## config.mk

```make
export PLATFORM = sky130hd
export DESIGN_NAME = rx_scanner
export DESIGN_NICKNAME = d
export VERILOG_FILES = /design/src/rtl/dcp_pkg.sv /design/src/rtl/ascii_hex_decode.sv /design/src/rtl/rx_scanner.sv
export SDC_FILE = /design/constraint.sdc
export NUM_CORES = 1
export LEC_CHECK = 0
export CORE_UTILIZATION = 40
export CTS_BUF_LIST = sky130_fd_sc_hd__clkbuf_8
export DETAILED_ROUTE_END_ITERATION = 8
export GPL_TIMING_DRIVEN = 0
export PLACE_DENSITY = 0.66
export SYNTH_ARGS = -nofsm -noshare
export SYNTH_HDL_FRONTEND = slang
export SYNTH_SLANG_ARGS = --single-unit
export TNS_END_PERCENT = 100
```

## constraint.sdc

```tcl
create_clock -name clk -period 6.3 [get_ports clk]
set_input_delay 1.26 -clock clk [delete_from_list [all_inputs] [get_ports clk]]
set_output_delay 1.26 -clock clk [all_outputs]
set_load 0.01 [all_outputs]
```

## src/rtl/dcp_pkg.sv

```systemverilog
// Shared definitions for the serial debug unit.
//   - ASCII codes the receive scanner treats as token delimiters
//   - scanner state encoding
//   - token type codes carried on type_rx
package dcp_pkg;

  localparam logic [7:0] ASCII_SPACE = 8'h20;
  localparam logic [7:0] ASCII_CR    = 8'h0D;
  localparam logic [7:0] ASCII_LF    = 8'h0A;

  localparam logic TYPE_CHAR = 1'b0;
  localparam logic TYPE_HEX  = 1'b1;

  typedef enum logic [2:0] {
    ST_IDLE = 3'd0,
    ST_CHAR = 3'd1,
    ST_HEX  = 3'd2,
    ST_ACK  = 3'd3,
    ST_DONE = 3'd4
  } scan_state_t;

endpackage

```

## src/rtl/ascii_hex_decode.sv

```systemverilog
// Combinational classifier for one received ASCII byte.
// Ports:
//   data     in  8  ASCII byte
//   nibble   out 4  hex value of the byte (valid when is_digit)
//   is_digit out 1  byte is 0-9, a-f or A-F
//   is_term  out 1  byte is space, CR or LF
//   is_eol   out 1  byte is CR or LF
module ascii_hex_decode
  import dcp_pkg::*;
(
  input  logic [7:0] data,
  output logic [3:0] nibble,
  output logic       is_digit,
  output logic       is_term,
  output logic       is_eol
);

  logic is_dec;
  logic is_alpha;

  assign is_dec   = (data >= 8'h30) && (data <= 8'h39);
  // Upper and lower case letters differ only in bit 5.
  assign is_alpha = ((data >= 8'h41) && (data <= 8'h46)) ||
                    ((data >= 8'h61) && (data <= 8'h66));

  assign is_digit = is_dec || is_alpha;
  // 'A'/'a' have low nibble 1, so adding 9 yields 10..15.
  assign nibble   = is_alpha ? (data[3:0] + 4'd9) : data[3:0];

  assign is_eol  = (data == ASCII_CR) || (data == ASCII_LF);
  assign is_term = is_eol || (data == ASCII_SPACE);

endmodule

```

## src/rtl/rx_scanner.sv

```systemverilog
// Receive-side token scanner: on each request pulls bytes from the UART
// receiver and returns one command character or one parsed hex number.
// Ports:
//   clk, rst            clock, asynchronous active-high reset
//   d_rx, vld_rx        received byte and its valid
//   rdy_rx              byte accepted this cycle when vld_rx is also high
//   req_rx, type_rx     scan request (held until ack) and token type
//   ack_rx              one-cycle completion pulse
//   din_rx, flag_rx,    token value, end-of-line flag, error flag;
//   err_rx              held until the next completed token
module rx_scanner
  import dcp_pkg::*;
#(
  parameter int DATA_W     = 32,
  parameter int MAX_DIGITS = 8
)
(
  input  logic              clk,
  input  logic              rst,
  input  logic [7:0]        d_rx,
  input  logic              vld_rx,
  output logic              rdy_rx,
  input  logic              req_rx,
  input  logic              type_rx,
  output logic              ack_rx,
  output logic [DATA_W-1:0] din_rx,
  output logic              flag_rx,
  output logic              err_rx
);

  localparam int CNT_W = $clog2(MAX_DIGITS + 1);

  scan_state_t       state_reg, state_next;
  logic [DATA_W-1:0] acc_reg, acc_next;
  logic [CNT_W-1:0]  cnt_reg, cnt_next;
  logic              err_reg, err_next;
  logic [DATA_W-1:0] din_reg, din_next;
  logic              flag_reg, flag_next;
  logic              err_out_reg, err_out_next;

  logic [3:0] nibble;
  logic       is_digit;
  logic       is_term;
  logic       is_eol;
  logic       accept;

  ascii_hex_decode u_decode (
    .data     (d_rx),
    .nibble   (nibble),
    .is_digit (is_digit),
    .is_term  (is_term),
    .is_eol   (is_eol)
  );

  assign rdy_rx  = (state_reg == ST_CHAR) || (state_reg == ST_HEX);
  assign accept  = vld_rx && rdy_rx;
  assign ack_rx  = (state_reg == ST_ACK);
  assign din_rx  = din_reg;
  assign flag_rx = flag_reg;
  assign err_rx  = err_out_reg;

  always_ff @(posedge clk or posedge rst) begin
    if (rst) begin
      state_reg   <= ST_IDLE;
      acc_reg     <= '0;
      cnt_reg     <= '0;
      err_reg     <= 1'b0;
      din_reg     <= '0;
      flag_reg    <= 1'b0;
      err_out_reg <= 1'b0;
    end else begin
      state_reg   <= state_next;
      acc_reg     <= acc_next;
      cnt_reg     <= cnt_next;
      err_reg     <= err_next;
      din_reg     <= din_next;
      flag_reg    <= flag_next;
      err_out_reg <= err_out_next;
    end
  end

  // Result registers only change on the transition into ST_ACK, so an
  // aborted scan leaves the previous token's result visible.
  always_comb begin
    state_next   = state_reg;
    acc_next     = acc_reg;
    cnt_next     = cnt_reg;
    err_next     = err_reg;
    din_next     = din_reg;
    flag_next    = flag_reg;
    err_out_next = err_out_reg;

    case (state_reg)
      ST_IDLE: begin
        if (req_rx) begin
          if (type_rx == TYPE_HEX) begin
            state_next = ST_HEX;
            acc_next   = '0;
            cnt_next   = '0;
            err_next   = 1'b0;
          end else begin
            state_next = ST_CHAR;
          end
        end
      end

      ST_CHAR: begin
        if (!req_rx) begin
          state_next = ST_IDLE;
        end else if (accept && !is_term) begin
          din_next      = '0;
          din_next[7:0] = d_rx;
          flag_next     = 1'b0;
          err_out_next  = 1'b0;
          state_next    = ST_ACK;
        end
      end

      ST_HEX: begin
        if (!req_rx) begin
          state_next = ST_IDLE;
        end else if (accept) begin
          if (is_digit) begin
            // Past MAX_DIGITS keep shifting (oldest nibble drops out) but
            // hold the count so it cannot wrap.
            acc_next = {acc_reg[DATA_W-5:0], nibble};
            if (cnt_reg == CNT_W'(MAX_DIGITS)) begin
              err_next = 1'b1;
            end else begin
              cnt_next = cnt_reg + CNT_W'(1);
            end
          end else if (is_eol) begin
            din_next     = acc_reg;
            flag_next    = 1'b1;
            err_out_next = err_reg;
            state_next   = ST_ACK;
          end else if (is_term) begin
            // Leading spaces are skipped; a space after digits ends the token.
            if (cnt_reg != '0) begin
              din_next     = acc_reg;
              flag_next    = 1'b0;
              err_out_next = err_reg;
              state_next   = ST_ACK;
            end
          end else begin
            err_next     = 1'b1;
            din_next     = acc_reg;
            flag_next    = 1'b0;
            err_out_next = 1'b1;
            state_next   = ST_ACK;
          end
        end
      end

      ST_ACK: begin
        state_next = ST_DONE;
      end

      ST_DONE: begin
        if (!req_rx) begin
          state_next = ST_IDLE;
        end
      end

      default: begin
        state_next = ST_IDLE;
      end
    endcase
  end

endmodule

```

==> run metrics <==
status completed; Total Routed Length 7230 µm; first-pass iteration count of the detailed router 6; gr usage total 18.2%; number of fill cells 782; global routing met3 resource utilization 3.79%; GR Layer Usage met1 24.3%; diode insertion count for antenna repair 0; unrepaired setup endpoints after global routing no; finished layout cell area 4400 µm²; routed vias 2553; count of flip-flops with a built-in enable after synthesis 0; input/output buffers 48; async set-reset flop share out of synthesis 100%; # IOs 49; total global routing overflow 0; summed instance area of the synthesized netlist 3520 µm²; final-stage net count 396; Root Driver clkbuf_8; Max Clock Freq 0.289 GHz; P_leak 1.94 nW; startpoint kind of the worst setup timing path input pin; list of most frequent post-synthesis cells dfrtp_1, nand2_1, inv_1; max-capacitance violation count 0; maximum vdd drop 0.000173 V; sum of negative setup slack 0 ps; final weighted congestion in routability-driven placement 0.841; placed cell area 4160 µm²; placed cell count 471; Max FO, Critical Path 10; Syn Nets 336; setup slack after placement 2470 ps; met2 Track Usage GR 29.5%; ratio of cells with drive above 1 in the final layout 13.6%; largest net degree at the start of global routing 50; Syn Inst Count 317; share of the cycle needed by the critical path after routing 54.9%; proportion of netlist area held by the largest area contributor 52.6%; number of different library cells in the post-synthesis netlist 48; Primary FF master, synth dfrtp_1; library cell contributing the largest single delay on the critical path clkdlybuf4s50_1; Final Skew 10.6 ps; endpoints failing hold 0; Final setup violation count 0; cell types occupying the most area after synthesis dfrtp_1, mux2i_1, a22o_1; CP max stage delay 570 ps; cells along the critical path clkdlybuf4s50_1 > inv_1 > ha_1 > o21bai_1 > a21oi_1 > or3_1 > a21boi_2 > buf_6 > buf_12 > mux2_4; effective utilization at floorplan 42.0%; layer carrying the most global-route usage met2; clock period minus final worst setup slack 3460 ps; critical path capture point type flop; H-tree depth reported by CTS 3; global-route wire length before repair 12600 µm; pwr/cell area 319 nW/µm²; worst-case clock buffer depth 2; Max transition margin 55.3%; Hold/Removal Path Class flop to flop; hpwl dp 5090 µm; dominant cell by count in the synthesized netlist dfrtp_1; Vert. Die Dim 95.8 µm; core footprint 8380 µm²; Avg Vias per Cell 5.24; Die W 95.8 µm; number of nets still failing antenna checks after routing 0; biggest area consumer among synthesized cells dfrtp_1; Residual DRC 0; clock slew at the register clock pins of the worst setup and hold paths 80 ps; Resize count post-CTS 0; number of violations reported at the end of detailed-routing iteration 0 72; critical path data required time 6540 ps; Mean Syn Cell Area 11.1 µm²; sequential share of the synthesized area 52.6%; clock tree from TritonCTS built; worst slew pin tran 665 ps; Final Max Tran Viols 0; post-layout worst setup margin 2840 ps; Power, Total 0.00140 W; number of buffers created by CTS 9; area delta synth->final 25.0%; FP Rows 33; Synth Register Bits 74; cts hold-fix bufs 0; Critical Setup Path Class input pin to flop; post-route insts no fill 487; critical path data arrival time 3700 ps; vias in the first global route 2522; antenna violations before repair 0; die area 9180 µm²; count of clock tree sinks 74; source-to-sink clock delay at the later pin of the worst-skew pair 350 ps; per-cell routed wire length 14.8 µm; buffers inserted by post-CTS timing repair 0; Syn. warnings 0
## stage by stage
step	utilization (%)	hold WS, ps
floorplan	-	462
global placement	49.3	482
detailed placement	49.6	498
CTS	52.5	511
global route	52.5	537
finish	52.5	509
## worst paths after layout
path,from,end,slack [ps],cells after the start
setup / recovery,d_rx[0],din_rx[0],2840,10
hold / removal,cnt_reg[3],cnt_reg[3],510,1
setup reg to reg,state_reg[0],acc_reg[0],4140,7
hold reg to reg,cnt_reg[3],cnt_reg[3],510,1
max in group asynchronous,rst,cnt_reg[1],4520,3
min in group asynchronous,rst,din_rx[20],1230,2
## power by group
| part | total (W) | switching, W | internal (W) |
|---|---|---|---|
| clock | 0.000433 | 0.000186 | 0.000247 |
| combinational | 0.000420 | 0.000210 | 0.000210 |
| sequential | 0.000550 | 0.0000268 | 0.000524 |
## cell type report
cell class	count	area (µm²)	share of cell area, %
Clock inverter	5	85.1	1.93
Timing Repair Buffer	49	508	11.6
Clock buffer	11	151	3.44
Multi-Input combinational cell	194	1430	32.6
Tap cell	105	131	2.99
Sequential cell	74	1850	42.1
Inverter	32	123	2.79
Buffer	17	114	2.59
## kinds of logic (layout without fill, tap and decap cells)
logic type / Yosys count / after routing / share of synthesized area (%)
compound gates: 65 / 65 / 14.6
xor+xnor: 1 / 1 / 0.249
fa+ha+maj: 6 / 6 / 2.13
buf+inv: 49 / 114 / 6.65
flops: 74 / 74 / 52.6
mux: 38 / 38 / 11.7
simple gates: 84 / 84 / 12.0
## layout by cell type, fill, tap and decap left out, types with 3 or more instances in the layout
master           instances
a22o_1                  29
nand2_1                 52
inv_1                   31
dfrtp_1                 74
buf_6                    3
clkbuf_8                11
mux2_2                   5
nand3_1                  3
mux2_4                   5
a21oi_1                  7
ha_1                     6
clkdlybuf4s50_1         48
or3_1                    3
o21ai_0                  8
o21bai_1                 3
clkbuf_1                 4
nor2_1                   3
buf_2                    9
nor3_1                   4
mux2i_1                 28
nand2b_1                 3
## per-layer routing
metal	up-vias	wire (µm)
met3	8	256
met2	57	3440
li1	1227	-
met1	1261	3430
met5	-	0
met4	0	92
## worst max-delay path: cells and delay by family
kind                       cells  cell delay [ps]
buffers and inverters          4             1000
AOI/OAI and AO/OA              3              470
and+or+nand+nor                1              400
muxes                          1              300
adders and majority gates      1              250
No activity file was read; power rests on OpenSTA's default activity.
